## src/rtl/alu_op_decoder.sv

```systemverilog
// alu_op_decoder: MIPS32 ALU-op decode into a one-entry ready/valid register stage toward EX.
// Optional seb/seh support is enabled by defining SEB_SEH_EN.
module alu_op_decoder (
  input  logic        clk,
  input  logic        rst_n,
  input  logic        id_valid,
  input  logic [31:0] id_instr,
  output logic        id_ready,
  input  logic        ex_ready,
  input  logic        flush,
  output logic        ex_valid,
  output logic [3:0]  ex_alu_op,
  output logic        ex_use_imm,
  output logic        ex_imm_sext,
  output logic [4:0]  ex_rd,
  output logic        ex_reg_write,
  output logic        ex_ri
);
  logic [5:0]  op, fn;
  logic [4:0]  sa;
  logic [3:0]  dec_alu;
  logic        dec_imm, dec_sext, dec_wr, dec_ri;
  logic [4:0]  dec_rd;
  logic [12:0] dec_pl, payload_d, payload_q;
  logic        ex_valid_d, ex_valid_q, xfer;
  assign op = id_instr[31:26];
  assign fn = id_instr[5:0];
  assign sa = id_instr[10:6];
  always_comb begin
    dec_alu  = 4'h0;
    dec_imm  = 1'b0;
    dec_sext = 1'b0;
    dec_rd   = id_instr[15:11];
    dec_wr   = 1'b1;
    dec_ri   = 1'b0;
    case (op)
      6'h00: case (fn)
        6'h20: dec_alu = 4'he;
        6'h21: dec_alu = 4'h0;
        6'h22: dec_alu = 4'hf;
        6'h23: dec_alu = 4'h1;
        6'h24: dec_alu = 4'h4;
        6'h25: dec_alu = 4'h6;
        6'h26: dec_alu = 4'h9;
        6'h27: dec_alu = 4'h8;
        6'h2a: dec_alu = 4'h5;
        6'h2b: dec_alu = 4'h7;
        default: dec_ri = 1'b1;
      endcase
      6'h1c: begin
        dec_alu = fn == 6'h20 ? 4'h2 : 4'h3;
        dec_ri  = fn != 6'h20 && fn != 6'h21;
      end
`ifdef SEB_SEH_EN
      6'h1f: begin
        dec_alu = sa == 5'h10 ? 4'ha : 4'hb;
        dec_ri  = fn != 6'h20 || (sa != 5'h10 && sa != 5'h18);
      end
`endif
      6'h08, 6'h09, 6'h0a, 6'h0b, 6'h0c, 6'h0d, 6'h0e, 6'h23, 6'h2b: begin
        dec_imm  = 1'b1;
        dec_rd   = id_instr[20:16];
        dec_sext = op[3:2] != 2'b11;
        dec_wr   = op != 6'h2b;
        dec_alu  = op == 6'h08 ? 4'he : op == 6'h0a ? 4'h5 : op == 6'h0b ? 4'h7 :
                   op == 6'h0c ? 4'h4 : op == 6'h0d ? 4'h6 : op == 6'h0e ? 4'h9 : 4'h0;
      end
      default: dec_ri = 1'b1;
    endcase
    // Reserved encodings collapse to a harmless no-write addu with a zero destination.
    if (dec_ri) begin
      dec_alu  = 4'h0;
      dec_imm  = 1'b0;
      dec_sext = 1'b0;
      dec_rd   = 5'd0;
      dec_wr   = 1'b0;
    end
    if (dec_rd == 5'd0) dec_wr = 1'b0;
  end
  assign dec_pl   = {dec_ri, dec_wr, dec_rd, dec_sext, dec_imm, dec_alu};
  assign id_ready = !ex_valid_q || ex_ready;
  assign xfer     = id_valid && id_ready;
  always_comb begin
    ex_valid_d = flush ? 1'b0 : xfer ? 1'b1 : ex_ready ? 1'b0 : ex_valid_q;
    payload_d  = xfer && !flush ? dec_pl : payload_q;
  end
  always_ff @(posedge clk or negedge rst_n)
    if (!rst_n) begin
      ex_valid_q <= 1'b0;
      payload_q  <= '0;
    end else begin
      ex_valid_q <= ex_valid_d;
      payload_q  <= payload_d;
    end
  assign ex_valid = ex_valid_q;
  assign {ex_ri, ex_reg_write, ex_rd, ex_imm_sext, ex_use_imm, ex_alu_op} = payload_q;
endmodule

```

## config.mk

```make
export PLATFORM = sky130hd
export DESIGN_NAME = alu_op_decoder
export DESIGN_NICKNAME = d
export VERILOG_FILES = /design/src/rtl/alu_op_decoder.sv
export SDC_FILE = /design/constraint.sdc
export NUM_CORES = 1
export LEC_CHECK = 0
export ABC_AREA = 1
export CAP_MARGIN = 10
export CELL_PAD_IN_SITES_DETAIL_PLACEMENT = 0
export CELL_PAD_IN_SITES_GLOBAL_PLACEMENT = 1
export CORE_ASPECT_RATIO = 0.7
export CORE_MARGIN = 2
export CORE_UTILIZATION = 28
export DETAILED_ROUTE_END_ITERATION = 16
export GPL_TIMING_DRIVEN = 0
export PLACE_DENSITY = 0.9
export SKIP_LAST_GASP = 1
export SLEW_MARGIN = 0
export SYNTH_ARGS = -nofsm -noshare
export SYNTH_HDL_FRONTEND = slang
export SYNTH_SLANG_ARGS = --single-unit
```

## constraint.sdc

```tcl
create_clock -name clk -period 4.5 [get_ports clk]
set_clock_uncertainty 0.15 [all_clocks]
set_input_delay 0.45 -clock clk [delete_from_list [all_inputs] [get_ports clk]]
set_output_delay 0.45 -clock clk [all_outputs]
set_load 0.05 [all_outputs]
```

==> flow_metrics.py <==
metrics = {
    "critical_path": {
        "crit_start": "ex_ready",
        "start_kind": "primary input",
        "cp_max_fo": 2,
        "worstSetupPathType": "primary input to output pin",
        "r2r_setup_slack_ns": 2.70,
        "r2r_end": "payload_q[2]",
        "arrival_ns": 1.83,
        "crit_required_ns": 3.90,
        "cp-endpoint": "id_ready",
        "end_kind": "output pin",
        "rr_startpoint": "ex_valid",
        "worst-r2r-cell-count": 7,
    },
    "sta": {
        "fin_setup_tns_ns": 0,
        "tightest_slew_ns": 0.6471,
        "fmax_ghz": 0.4119,
        "min_period_over_period": 0.5395,
        "slew_violations": 0,
        "hold_viol": 0,
        "rsz0062_at_grt": "no",
        "fin_hold_ws_ns": 0.3277,
        "finalCriticalPeriod_ns": 2.428,
        "max_slew_margin": 0.5672,
        "setup_viol": 0,
    },
    "clocking": {
        "cts_tree": "yes",
        "cts_sinks": 14,
        "clockBufferDepth": 2,
        "cts_setup_buffers": 0,
        "clkLatencyLatePin_ns": 0.24,
        "h-tree-depth": 1,
        "cts-root-buf": "clkbuf_8",
        "cts.clk_slew.worst_paths_ns": 0.06,
        "post_cts_resized": 0,
        "cts_made_buffers": 3,
        "cts_hold_buf": 0,
    },
    "pwr": {
        "intPower_mw": 0.2442,
        "switching_power_mw": 0.1229,
        "p_leak_nw": 0.7236,
        "netSwitchingFraction": 0.3348,
        "pwr-share-clk": 0.274,
        "vdd_drop_max_uv": 105.0,
        "p_seq_frac": 0.381,
        "power_density_nw_per_um2": 241.0,
        "p_comb_frac": 0.345,
    },
    "routing": {
        "drtAntennaViolNets": 0,
        "wirelength_microns": 2528,
        "drtIter0Drc": 46,
        "drcViolationCount": 0,
        "num_vias": 1121,
        "vias_per_cell": 4.557,
        "wire_per_inst_microns": 10.28,
        "drt-pass1-iter-count": 4,
    },
    "grt": {
        "gr-total-overflow": 0,
        "grt_max_degree": 15,
        "grt_pass1_vias": 1024,
        "grt_use_total": 0.1439,
        "antenna_found_initial": 0,
        "grt_pass1_wl_microns": 4429,
    },
    "yosys": {
        "syn_inst": 152,
        "yosysMostFrequentCell": "nand2_1",
        "yosys_warnings": 0,
        "yosys-top-cells-area": "dfrtp_1 (35%), nand2_1 (17%), nand3_1 (11%)",
        "synth_top_cell_area_share": 0.3474,
        "synth_cell_type_count": 22,
        "syn-mean-instance-area_sq_um": 6.635,
        "synth_seq_area_share": 0.3474,
        "synth_top_cells_by_count": "nand2_1 (46), nand3_1 (22), dfrtp_1 (14)",
        "synth_edf_count": 0,
        "ys_seq_elements": 14,
        "synth_async_sr_flop_share": 1.000,
        "synth_fp_nets": 189,
        "ys.flop_type": "dfrtp_1",
        "netlist_area_sq_um": 1008,
        "yosys.area.top_type": "dfrtp_1",
    },
    "floorplanning": {
        "die_y_microns": 54.21,
        "dieArea_sq_um": 4105,
        "start_util": 0.2889,
        "pin_count": 52,
        "placement_rows": 18,
        "coreArea_sq_um": 3491,
        "die_x_microns": 75.73,
    },
    "flow_run": {
        "drv_cap": 0,
    },
    "placement": {
        "place.gp.congestion": 0.7824,
        "placed_cells": 243,
        "numPortBuffers": 41,
        "hpwl_microns": 2048,
    },
    "final_layout": {
        "syn2layout_area_growth_pct": 50.99,
        "final.fill_count": 366,
        "regArea_sq_um": 350.3,
        "nets": 235,
        "multi_input_area_sq_um": 575.6,
        "num_antenna_cells": 0,
        "finalNonFillerCells": 246,
        "drive_above_1_share": 0.1378,
    },
    "min_path": {
        "min_from": "payload_q[9]",
        "hp-class": "register to register",
    },
    "status": {
        "outcome": "complete, no violations",
    },
}
==> flip-flops by register name (all words and copies together) (netlist names) <==
name	count
ex_valid	1
payload_q	13
==> kinds of logic (layout without fill, tap and decap cells) <==
kind of cell           Yosys count  after routing  synth area share
AND/OR/NAND/NOR                 96             96            0.4491
flip-flops                      14             14            0.3474
AO/OA/AOI/OAI                   20             20            0.1216
buffers and inverters           22             66           0.08189
==> metal layers <==
| layer | global-route usage | part of all wire | routed length (microns) |
|---|---|---|---|
| met4 | 0.02632 | 0.0079 | 20 |
| met2 | 0.2203 | 0.42 | 1073 |
| met3 | 0.03499 | 0.062 | 157 |
| met5 | 0 | 0 | 0 |
| met1 | 0.2086 | 0.50 | 1276 |
==> layout make-up <==
cell class	instances	share of cell area
multi-input combinational	116	0.3780
tap	50	0.04108
inverter	21	0.05177
clock buffer	3	0.02712
buffer	1	0.002465
timing repair buffer	41	0.2695
sequential	14	0.2301
==> cell usage in the layout, fill, tap and decap left out, drive strengths merged <==
cell type       n
a21o            1
a21oi           4
a311oi          1
a31oi           1
clkbuf          4
clkdlybuf4s50  41
dfrtp          14
inv            21
nand2          49
nand3          23
nor2           21
nor3            3
o2111ai         1
o211ai          3
o21ai           9
==> stage by stage <==
stage,power (mW),setup WS [ns],util,instance area (sq um)
global route,0.3891,2.004,0.4362,1523
floorplan,0.2124,2.742,-,1008
detailed placement,0.2692,2.069,0.4244,1481
CTS,0.3722,2.066,0.4362,1523
global placement,0.2687,2.067,0.4244,1481
finish,0.3670,2.072,0.4362,1523
==> worst min path at each step <==
stage / to / slack (ns) / cells past startpoint
floorplan: ex_valid / 0.004 / 0
global placement: payload_q[9] / 0.32 / 2
detailed placement: payload_q[9] / 0.32 / 2
CTS: payload_q[10] / 0.33 / 2
global route: payload_q[7] / 0.35 / 2
finish: payload_q[9] / 0.33 / 2
==> worst max-delay path, cell delays in order <==
cell and delay (ns):
clkdlybuf4s50_1 0.45, nor2_1 0.06, inv_1 0.06, clkdlybuf4s50_1 0.80
==> power by group through the flow <==
stage	clock network [mW]	logic (mW)	registers, mW
global placement	0	0.127	0.142
floorplan	0	0.0395	0.173
finish	0.101	0.127	0.140
detailed placement	0	0.127	0.142
global route	0.109	0.140	0.141
CTS	0.105	0.128	0.140
Power figures use the tool's default switching activity.
